$ cat src/rtl/uart_pkg.sv
// Shared UART constants, state encoding and the baud divisor mapping,
// so transmitter and receiver derive identical bit periods from CLK_FREQ.
package uart_pkg;

  localparam int unsigned BAUD_9600   = 9600;
  localparam int unsigned BAUD_19200  = 19200;
  localparam int unsigned BAUD_38400  = 38400;
  localparam int unsigned BAUD_57600  = 57600;
  localparam int unsigned BAUD_115200 = 115200;

  localparam logic [2:0] ST_IDLE   = 3'd0;
  localparam logic [2:0] ST_START  = 3'd1;
  localparam logic [2:0] ST_DATA   = 3'd2;
  localparam logic [2:0] ST_PARITY = 3'd3;
  localparam logic [2:0] ST_STOP   = 3'd4;

  typedef enum logic [2:0] {
    IDLE   = ST_IDLE,
    START  = ST_START,
    DATA   = ST_DATA,
    PARITY = ST_PARITY,
    STOP   = ST_STOP
  } tx_state_t;

  // Unused selector codes fall back to the slowest rate.
  function automatic int unsigned baud_div(input int unsigned clk_freq, input logic [2:0] sel);
    int unsigned rate;
    case (sel)
      3'd1:    rate = BAUD_19200;
      3'd2:    rate = BAUD_38400;
      3'd3:    rate = BAUD_57600;
      3'd4:    rate = BAUD_115200;
      default: rate = BAUD_9600;
    endcase
    return clk_freq / rate;
  endfunction

  function automatic int unsigned div_width(input int unsigned clk_freq);
    return $clog2(clk_freq / BAUD_9600 + 1);
  endfunction

endpackage

$ cat src/rtl/uart_tx_baud_if.sv
// Byte handshake, baud selection and serial line status of the UART transmitter.
interface uart_tx_baud_if;
  logic [2:0] baud_sel;
  logic [7:0] tx_data;
  logic       tx_valid;
  logic       tx_ready;
  logic       txd;
  logic       tx_busy;
  logic       tx_done;

  modport master (
    output baud_sel, tx_data, tx_valid,
    input  tx_ready, txd, tx_busy, tx_done
  );

  modport slave (
    input  baud_sel, tx_data, tx_valid,
    output tx_ready, txd, tx_busy, tx_done
  );
endinterface

$ cat src/rtl/uart_baud_gen.sv
// Maps baud_sel to a bit-period divisor and times bit periods with the latched divisor.
module uart_baud_gen
  import uart_pkg::*;
#(
  parameter int unsigned CLK_FREQ = 50_000_000,
  parameter int unsigned DIV_W    = 13
) (
  input  logic             clk,
  input  logic             rst,
  input  logic [2:0]       baud_sel,
  output logic [DIV_W-1:0] div_sel,
  input  logic [DIV_W-1:0] div,
  input  logic             run,
  output logic             bit_tick
);

  logic [DIV_W-1:0] timer_q, timer_d;

  assign div_sel = DIV_W'(baud_div(CLK_FREQ, baud_sel));

  // Timer sits at zero while idle so the first bit of a frame is full length.
  always_comb begin
    timer_d  = '0;
    bit_tick = 1'b0;
    if (run) begin
      if (timer_q == div - DIV_W'(1)) begin
        bit_tick = 1'b1;
      end else begin
        timer_d = timer_q + DIV_W'(1);
      end
    end
  end

  always_ff @(posedge clk or posedge rst) begin
    if (rst) timer_q <= '0;
    else     timer_q <= timer_d;
  end

endmodule

$ cat src/rtl/uart_tx_baud.sv
// UART transmitter: start bit, 8 data bits LSB first, optional parity, 1 or 2 stop bits,
// with the bit rate chosen per byte from baud_sel.
module uart_tx_baud
  import uart_pkg::*;
#(
  parameter int unsigned CLK_FREQ   = 50_000_000,
  parameter int unsigned STOP_BITS  = 2,
  parameter int unsigned PARITY_EN  = 0,
  parameter int unsigned PARITY_ODD = 0
) (
  input  logic          sys_clk,
  input  logic          sys_rst,
  uart_tx_baud_if.slave bus
);

  localparam int unsigned DIV_W = div_width(CLK_FREQ);

  tx_state_t        state_q, state_d;
  logic [7:0]       shift_q, shift_d;
  logic [DIV_W-1:0] div_q, div_d;
  logic [2:0]       bit_idx_q, bit_idx_d;
  logic             stop_idx_q, stop_idx_d;
  logic             parity_q, parity_d;
  logic             txd_q, txd_d;
  logic [DIV_W-1:0] div_sel;
  logic             bit_tick;
  logic             accept;
  logic             done;

  uart_baud_gen #(
    .CLK_FREQ (CLK_FREQ),
    .DIV_W    (DIV_W)
  ) u_baud_gen (
    .clk      (sys_clk),
    .rst      (sys_rst),
    .baud_sel (bus.baud_sel),
    .div_sel  (div_sel),
    .div      (div_q),
    .run      (state_q != IDLE),
    .bit_tick (bit_tick)
  );

  assign accept = bus.tx_valid && (state_q == IDLE);

  // txd_d is the line level for the cycle after the edge, keeping txd glitch-free.
  always_comb begin
    state_d    = state_q;
    shift_d    = shift_q;
    div_d      = div_q;
    bit_idx_d  = bit_idx_q;
    stop_idx_d = stop_idx_q;
    parity_d   = parity_q;
    txd_d      = txd_q;
    done       = 1'b0;
    case (state_q)
      IDLE: begin
        txd_d = 1'b1;
        if (accept) begin
          shift_d    = bus.tx_data;
          div_d      = div_sel;
          parity_d   = (^bus.tx_data) ^ (PARITY_ODD != 0);
          bit_idx_d  = '0;
          stop_idx_d = 1'b0;
          state_d    = START;
          txd_d      = 1'b0;
        end
      end
      START: begin
        if (bit_tick) begin
          state_d   = DATA;
          bit_idx_d = '0;
          txd_d     = shift_q[0];
        end
      end
      DATA: begin
        if (bit_tick) begin
          if (bit_idx_q == 3'd7) begin
            if (PARITY_EN != 0) begin
              state_d = PARITY;
              txd_d   = parity_q;
            end else begin
              state_d    = STOP;
              stop_idx_d = 1'b0;
              txd_d      = 1'b1;
            end
          end else begin
            bit_idx_d = bit_idx_q + 3'd1;
            shift_d   = {1'b0, shift_q[7:1]};
            txd_d     = shift_q[1];
          end
        end
      end
      PARITY: begin
        if (bit_tick) begin
          state_d    = STOP;
          stop_idx_d = 1'b0;
          txd_d      = 1'b1;
        end
      end
      STOP: begin
        txd_d = 1'b1;
        if (bit_tick) begin
          if (stop_idx_q == 1'(STOP_BITS - 1)) begin
            done    = 1'b1;
            state_d = IDLE;
          end else begin
            stop_idx_d = 1'b1;
          end
        end
      end
      default: begin
        state_d = IDLE;
        txd_d   = 1'b1;
      end
    endcase
  end

  always_ff @(posedge sys_clk or posedge sys_rst) begin
    if (sys_rst) begin
      state_q    <= IDLE;
      shift_q    <= '0;
      div_q      <= '0;
      bit_idx_q  <= '0;
      stop_idx_q <= 1'b0;
      parity_q   <= 1'b0;
      txd_q      <= 1'b1;
    end else begin
      state_q    <= state_d;
      shift_q    <= shift_d;
      div_q      <= div_d;
      bit_idx_q  <= bit_idx_d;
      stop_idx_q <= stop_idx_d;
      parity_q   <= parity_d;
      txd_q      <= txd_d;
    end
  end

  assign bus.tx_ready = (state_q == IDLE);
  assign bus.tx_busy  = (state_q != IDLE);
  assign bus.txd      = txd_q;
  assign bus.tx_done  = done;

endmodule

$ cat src/flat_wrapper.sv
// flat-port wrapper written by rule: the top's interface ports become plain ports
module uart_tx_baud_flat import uart_pkg::*;
#(
  parameter int unsigned CLK_FREQ   = 50_000_000,
  parameter int unsigned STOP_BITS  = 2,
  parameter int unsigned PARITY_EN  = 0,
  parameter int unsigned PARITY_ODD = 0
)
  (sys_clk, sys_rst, bus_baud_sel, bus_tx_data, bus_tx_valid, bus_tx_ready, bus_txd, bus_tx_busy, bus_tx_done);
  uart_tx_baud_if bus_i ();
  input  logic sys_clk;
  input  logic sys_rst;
  input wire logic [$bits(bus_i.baud_sel)-1:0] bus_baud_sel;
  input wire logic [$bits(bus_i.tx_data)-1:0] bus_tx_data;
  input wire logic [$bits(bus_i.tx_valid)-1:0] bus_tx_valid;
  output wire logic [$bits(bus_i.tx_ready)-1:0] bus_tx_ready;
  output wire logic [$bits(bus_i.txd)-1:0] bus_txd;
  output wire logic [$bits(bus_i.tx_busy)-1:0] bus_tx_busy;
  output wire logic [$bits(bus_i.tx_done)-1:0] bus_tx_done;
  assign bus_i.baud_sel = bus_baud_sel;
  assign bus_i.tx_data = bus_tx_data;
  assign bus_i.tx_valid = bus_tx_valid;
  assign bus_tx_ready = bus_i.tx_ready;
  assign bus_txd = bus_i.txd;
  assign bus_tx_busy = bus_i.tx_busy;
  assign bus_tx_done = bus_i.tx_done;
  uart_tx_baud #(.CLK_FREQ(CLK_FREQ), .STOP_BITS(STOP_BITS), .PARITY_EN(PARITY_EN), .PARITY_ODD(PARITY_ODD)) u_core (.sys_clk(sys_clk), .sys_rst(sys_rst), .bus(bus_i));
endmodule
$ cat config.mk
export PLATFORM = sky130hd
export DESIGN_NAME = uart_tx_baud_flat
export DESIGN_NICKNAME = d
export VERILOG_FILES = /design/src/rtl/uart_pkg.sv /design/src/rtl/uart_tx_baud_if.sv /design/src/rtl/uart_baud_gen.sv /design/src/rtl/uart_tx_baud.sv /design/src/flat_wrapper.sv
export SDC_FILE = /design/constraint.sdc
export NUM_CORES = 1
export LEC_CHECK = 0
export ABC_AREA = 1
export CELL_PAD_IN_SITES_DETAIL_PLACEMENT = 1
export CELL_PAD_IN_SITES_GLOBAL_PLACEMENT = 2
export CORE_UTILIZATION = 32
export DETAILED_ROUTE_END_ITERATION = 8
export PLACE_DENSITY = 0.85
export SYNTH_ARGS = -nofsm -noshare
export SYNTH_HDL_FRONTEND = slang
export SYNTH_SLANG_ARGS = --single-unit
export TNS_END_PERCENT = 5
$ cat constraint.sdc
create_clock -name sys_clk -period 3.05 [get_ports sys_clk]
set_input_delay 0.7625 -clock sys_clk [delete_from_list [all_inputs] [get_ports sys_clk]]
set_output_delay 0.7625 -clock sys_clk [all_outputs]
set_load 0.05 [all_outputs]
==> metrics.txt, run 1 <==
status=complete, but fails checks; failing checks=negative setup slack; Die Ht=191 µm; minimum clock period=28050 ps; Crit path top cell by count=nand2_1; initial antenna violation count=2; unrepaired setup endpoints after global routing=yes; io pins=18; WL final=82700 µm; clock slew at reported path FFs=70 ps; Die Area=36500 µm²; Synth area leader=nand2_1; clock root cell=clkbuf_16; commonest cells in the synthesized netlist=nand2_1 (496), inv_1 (241), nor2_1 (165), ha_1 (135), nand3_1 (131); Yosys cell types=64; critical path launch point type=input pin; WL per Instance=26.1 µm; core footprint=34800 µm²; antenna-violating nets left=0; Die Span X=191 µm; vias per cell=5.98; share of the synthesized area in the top cell type=0.163; ys async rst share=1.00; Non-Filler Instances=3163; synthesis-stage register bit count=42; Port Buffers=17; largest net degree at the start of global routing=43; final worst setup slack=-25000 ps; Synth Instances=1924; CTS tree=done; YS warnings=0; Nets=2855; GR Overflow Total=0; Slowest Stage Delay on Critical Path=460 ps; synthesized cell area=11400 µm²; Worst slew margin=0.518; GR Util All Layers=0.358; global-route wire length before repair=104000 µm; placer congestion estimate=0.912; DRT iter0 DRCs=1644; layout cell share with drive strength beyond 1=0.480; most area-consuming cells after synthesis=nand2_1 (16%), ha_1 (15%), dfrtp_1 (9.0%), inv_1 (7.9%), nand3_1 (5.7%); Worst-Skew Late Latency=290 ps; CTS Buf Count=5; highest clock rate=35.7 MHz; Worst-Margin Slew=720 ps; Post-synth EDFFs=0; CP Max Fanout=8; Max-cap violations=0; Clock Path Buffers=2; Final setup viols=22; slowest CP cell=ha_1; Synth Flop Type=dfrtp_1; DP Cell Count=2971; H-tree Lvls=2; Worst Setup End Kind=flop; HPWL after DPL=40400 µm; count leader, synth=nand2_1; worst hold path type=flop to flop; final core occ=0.588; Seq/Total Area, Yosys=0.0921; Slew Limit Fails=0; number of global-route vias before repair=19800; Initial Utilization=0.328; fillers=4487; Sink Count=42; final hold viol count=0; clock skew=12.2 ps; via count=18900; Synth Area per Inst=5.94 µm²; WP data required=3230 ps; Area Growth Syn to Fin=79.3%; Period Utilization, post-route=9.20; DR pass1 iterations=5; CP Class=input pin to flop; critical path arrival=28230 ps; # DRC=0; row count=68
==> critical path: cells and delay by family <==
kind                       cells  cell delay [ps]
AOI/OAI and AO/OA             46             8480
xor gates and xnor gates       5             1000
adders and majority gates     22             6120
buffers and inverters         32             3690
and+or+nand+nor               70             8070
==> layer usage <==
| metal | part of all wire | global-route usage |
|---|---|---|
| met1 | 0.34 | 0.368 |
| met2 | 0.46 | 0.665 |
| met3 | 0.087 | 0.0483 |
| met4 | 0.11 | 0.249 |
| met5 | 0.00075 | 0 |
==> registers in the layout, summed over array words and instances, names as in the netlist <==
signal,cells
u_core.bit_idx_q,3
u_core.u_baud_gen.timer_q,13
u_core.shift_q,8
u_core.stop_idx_q,1
u_core.bus.txd,1
u_core.div_q,13
u_core.state_q,3
==> kinds of logic after synthesis <==
kind of cell / share of synthesized area
AO/OA/AOI/OAI: 0.168
XOR/XNOR: 0.0867
adder cells (fa/ha/maj): 0.148
buffers and inverters: 0.108
flip-flops: 0.0921
other: 0.000658
AND/OR/NAND/NOR: 0.397
==> worst paths after layout <==
check	slack, ps	cells past startpoint	endpoint	start
min reg2reg	500	2	u_core.shift_q[7]$_DFFE_PP0P_	u_core.shift_q[7]$_DFFE_PP0P_
min in group asynchronous	920	3	u_core.div_q[4]$_DFFE_PP0P_	sys_rst
max in group asynchronous	1750	3	u_core.u_baud_gen.timer_q[1]$_DFF_PP0_	sys_rst
max reg2reg	-380	22	u_core.shift_q[6]$_DFFE_PP0P_	u_core.div_q[2]$_DFFE_PP0P_
min	500	2	u_core.shift_q[7]$_DFFE_PP0P_	u_core.shift_q[7]$_DFFE_PP0P_
max	-25000	175	u_core.div_q[0]$_DFFE_PP0P_	bus_baud_sel[2]
==> timing repair <==
action | 4_1_cts | 5_1_grt
cloned | 5 | 0
setup endpoints to repair | 27 | 26
endpoints found under the hold margin | 0 | 0
pin swaps | 150 | 131
resized for setup | 276 | 180
setup buffers | 126 | 53
hold buffers | 0 | 0
==> cell usage in the layout, fill, tap and decap left out, types with 64 or more instances in the layout <==
master | netlist | final
nand2_2 | 23 | 66
nor2_1 | 165 | 132
xor2_1 | 73 | 71
a21oi_1 | 109 | 65
inv_1 | 241 | 193
nand2_1 | 496 | 437
ha_4 | 0 | 64
ha_1 | 135 | 65
buf_4 | 1 | 772
nand3_1 | 131 | 110
==> layout make-up <==
cell class | instances | area (µm²) | share of cell area
clock buffer | 7 | 133 | 0.00648
timing repair inverter | 2 | 15.0 | 0.000733
timing repair buffer | 805 | 6170 | 0.301
inverter | 270 | 1070 | 0.0523
multi-input combinational | 1580 | 11400 | 0.558
clock inverter | 1 | 30.0 | 0.00147
tap | 455 | 569 | 0.0278
antenna | 1 | 2.50 | 0.000122
sequential | 42 | 1050 | 0.0514
==> metrics by stage <==
step                      hold WS (ps)  cell area, µm²  TNS (ps)  setup WS [ps]
after floorplan                    442           12100   -162660         -21390
after global placement             463           17100   -170880         -22160
after detailed placement           473           17100   -186000         -23800
after CTS                          514           19300   -156050         -20610
after global routing               528           20500   -196990         -25510
final                              499           20500   -189840         -25000
Power of run 1 is left out: the tool's default activity adds up to more than one toggle a clock period on the data nets, which glitch-free logic cannot reach.
==> run 2, diff against run 1 <==
CORE_UTILIZATION = 36   (was 32)
PLACE_DENSITY = 0.9   (was 0.85)
clock period = 26.2 ns   (was 3.05 ns; I/O delays follow)
==> run 2 against run 1 <==
The run now fails in 5_1_grt. Synthesized cell count stayed put. Synthesized area unchanged.
==> metrics.txt, run 2 <==
clock root cell=clkbuf_16; stage reached=5_1_grt; Clock Path Buffers=2; worst endpoint type=register data pin; share of the synthesized area in the top cell type=0.163; row count=64; dpl ws=-7110 ps; largest net degree at the start of global routing=41; commonest cells in the synthesized netlist=nand2_1 (496), inv_1 (241), nor2_1 (165), ha_1 (135), nand3_1 (131); Port Buffers=17; Yosys cell types=64; Post-synth EDFFs=0; Initial Utilization=0.369; Synth Area per Inst=5.94 µm²; placer congestion estimate=0.959; GR Overflow Total=1511; Synth Instances=1924; CTS Buf Count=5; synthesis-stage register bit count=42; placed cell area=16900 µm²; most area-consuming cells after synthesis=nand2_1 (16%), ha_1 (15%), dfrtp_1 (9.0%), inv_1 (7.9%), nand3_1 (5.7%); ys async rst share=1.00; count leader, synth=nand2_1; HPWL after DPL=42500 µm; Synth area leader=nand2_1; Die Ht=180 µm; GR Util All Layers=0.919; Sink Count=42; status=stopped before the end; Post-CTS Hold Fix Bufs=0; synthesized cell area=11400 µm²; Synth Flop Type=dfrtp_1; Worst Endpoint after GRT Repair=u_core.div_q[0]$_DFFE_PP0P_/D; Die Span X=180 µm; io pins=18; Seq/Total Area, Yosys=0.0921; Run Error=[ERROR GRT-0232] Routing congestion too high. Check the congestion heatmap in the GUI.; YS warnings=0; H-tree Lvls=2
## run 2: cell counts after synthesis
No cell type changed its count.
## run 2: per-layer routing
| metal | overflow | GRT usage |
|---|---|---|
| met4 | 335 | 1.04 |
| met3 | 22 | 0.731 |
| met1 | 29 | 0.864 |
| met2 | 1122 | 1.15 |
| met5 | 3 | 0.261 |
## run 2: logic make-up after synthesis
group	count (synthesis)	synth area share
simple gates	982	0.397
xor+xnor	113	0.0867
fa+ha+maj	135	0.148
buf+inv	310	0.108
flops	42	0.0921
other cells	2	0.000658
compound gates	340	0.168
## run 2: through the flow
stage	cells	hold slack, ps	setup TNS, ps
3_5_place_dp	2891	459	-20140
4_1_cts	3079	475	-5860
2_1_floorplan	1929	442	-8800
3_3_place_gp	2891	465	-11110
## run 2: what timing repair did
| item | CTS |
|---|---|
| setup buffers | 178 |
| hold endpoints to repair | 0 |
| cloned | 3 |
| pin swaps | 203 |
| resized for setup | 355 |
| setup endpoints to repair | 4 |
==> run 3, diff against run 2 <==
CELL_PAD_IN_SITES_DETAIL_PLACEMENT = default   (was 1)
CELL_PAD_IN_SITES_GLOBAL_PLACEMENT = default   (was 2)
CORE_UTILIZATION = 35   (was 36)
PLACE_DENSITY = default   (was 0.9)
PLACE_DENSITY_LB_ADDON = 0.15   (was default)
==> run 3 against run 2 <==
The flow now finishes, with violations (negative setup slack).
==> metrics.txt, run 3 (same netlist as run 1, synthesis figures left out) <==
H-tree Lvls=2; final worst setup slack=-3250 ps; DR pass1 iterations=5; CP top delay family=simple AND/OR/NAND/NOR gates; row count=65; Worst R2R Start=u_core.div_q[0]$_DFFE_PP0P_; antenna fix cells=0; Period Utilization, post-route=1.12; largest net degree at the start of global routing=43; met2 Track Usage GR=0.474; core footprint=31800 µm²; placer congestion estimate=0.905; number of global-route vias before repair=14900; Die Area=33400 µm²; WP data required=26380 ps; sequential cell area=1050 µm²; RR Endpoint=u_core.shift_q[6]$_DFFE_PP0P_; Worst Setup End Kind=flop; HPWL after DPL=32100 µm; Sum Neg Setup Slack=-6150 ps; Reg2Reg Setup Slack=21960 ps; GR Util All Layers=0.254; Worst-Margin Slew=879 ps; CTS tree=done; via count=15100; worst hold start=u_core.shift_q[7]$_DFFE_PP0P_; Slowest Stage Delay on Critical Path=330 ps; WL final=42800 µm; Clock Path Buffers=2; fillers=2946; CP Class=input pin to flop; DRT iter0 DRCs=635; Post-CTS Hold Fix Bufs=0; dpl ws=-5200 ps; failing checks=negative setup slack; Slew Limit Fails=0; Nets=2763; slowest CP cell=ha_1; worst hold path endpoint=u_core.shift_q[7]$_DFFE_PP0P_; WL per Instance=14.0 µm; worst r2r path cells=21; global-route wire length before repair=70500 µm; commonest non-fill, non-tap cell in the layout=buf_4; worst hold slack=475 ps; Final setup viols=4; antenna-violating nets left=0; final core occ=0.594; Worst-Skew Late Latency=290 ps; status=complete, but fails checks; CTS Buf Count=5; clock skew=7.89 ps; GR Util met1=0.315; met3 Use GR=0.0144; initial antenna violation count=0; clock root cell=clkbuf_16; # DRC=0; Max-cap violations=0; Worst slew margin=0.414; critical path arrival=29630 ps; CP Max Fanout=12; Top Registers=u_core.div_q (13), u_core.u_baud_gen.timer_q (13), u_core.shift_q (8); Die Span X=183 µm; Sink Count=42; Worst Path Buf+Inv=39; critical path launch point type=input pin; vias per cell=4.94; Crit path top cell by count=nand2_1; minimum clock period=29450 ps; hold depth=2; unrepaired setup endpoints after global routing=yes; Area Growth Syn to Fin=65.4%; Port Buffers=17; final hold viol count=0; commonest cells after routing, fill and taps aside=buf_4 (682), nand2_1 (459), inv_1 (217), nor2_1 (148), nand3_1 (124); highest clock rate=34.0 MHz; Multi-input gate area=10600 µm²; Die Ht=183 µm; busiest grt layer=met2; GR Overflow Total=0; worst hold path type=flop to flop; clock slew at reported path FFs=60 ps; layout cell share with drive strength beyond 1=0.408; io pins=18; Initial Utilization=0.359
==> run 3: stage by stage <==
step / std cells / cell area, µm²
after floorplan: 1929 / 12100
after global placement: 2913 / 16800
after CTS: 3044 / 18700
after global routing: 3050 / 18900
after detailed placement: 2913 / 16800
final: 3050 / 18900
==> run 3: worst register-to-register path, delay by kind of cell (launching register included) <==
kind,cells,cell delay (ps)
xor gates and xnor gates,1,160
AOI/OAI and AO/OA,3,610
adders and majority gates,1,250
buffers and inverters,5,1160
DFF,1,390
and+or+nand+nor,11,1590
==> run 3: cell type report <==
type / count / share of cell area
sequential: 42 / 0.0557
timing repair inverter: 4 / 0.00132
clock inverter: 2 / 0.00199
tap: 435 / 0.0288
inverter: 270 / 0.0558
multi-input combinational: 1581 / 0.562
clock buffer: 6 / 0.00682
timing repair buffer: 710 / 0.287
==> run 3: layer usage <==
metal	wire length, µm	vias to the layer above
li1	-	7771
met1	19400	6948
met2	21100	279
met3	1230	82
met4	1090	0
met5	0	-
==> run 3: worst max path at each step <==
stage | to | slack, ps | start | cells past startpoint
2_1_floorplan | u_core.div_q[0]$_DFFE_PP0P_ | -4030 | bus_baud_sel[2] | 187
3_3_place_gp | u_core.div_q[0]$_DFFE_PP0P_ | -4510 | bus_baud_sel[2] | 174
3_5_place_dp | u_core.div_q[0]$_DFFE_PP0P_ | -5200 | bus_baud_sel[2] | 171
4_1_cts | u_core.div_q[0]$_DFFE_PP0P_ | -2900 | bus_baud_sel[1] | 185
5_1_grt | u_core.div_q[0]$_DFFE_PP0P_ | -4980 | bus_baud_sel[1] | 188
6_report | u_core.div_q[0]$_DFFE_PP0P_ | -3250 | bus_baud_sel[1] | 181
==> run 3: repair_timing <==
action	CTS	global route
resized for setup	199	36
hold endpoints to repair	0	0
cloned	8	0
pin swaps	147	27
setup buffers	115	6
setup endpoints to repair	4	4
Power of run 3 is left out for the same reason.
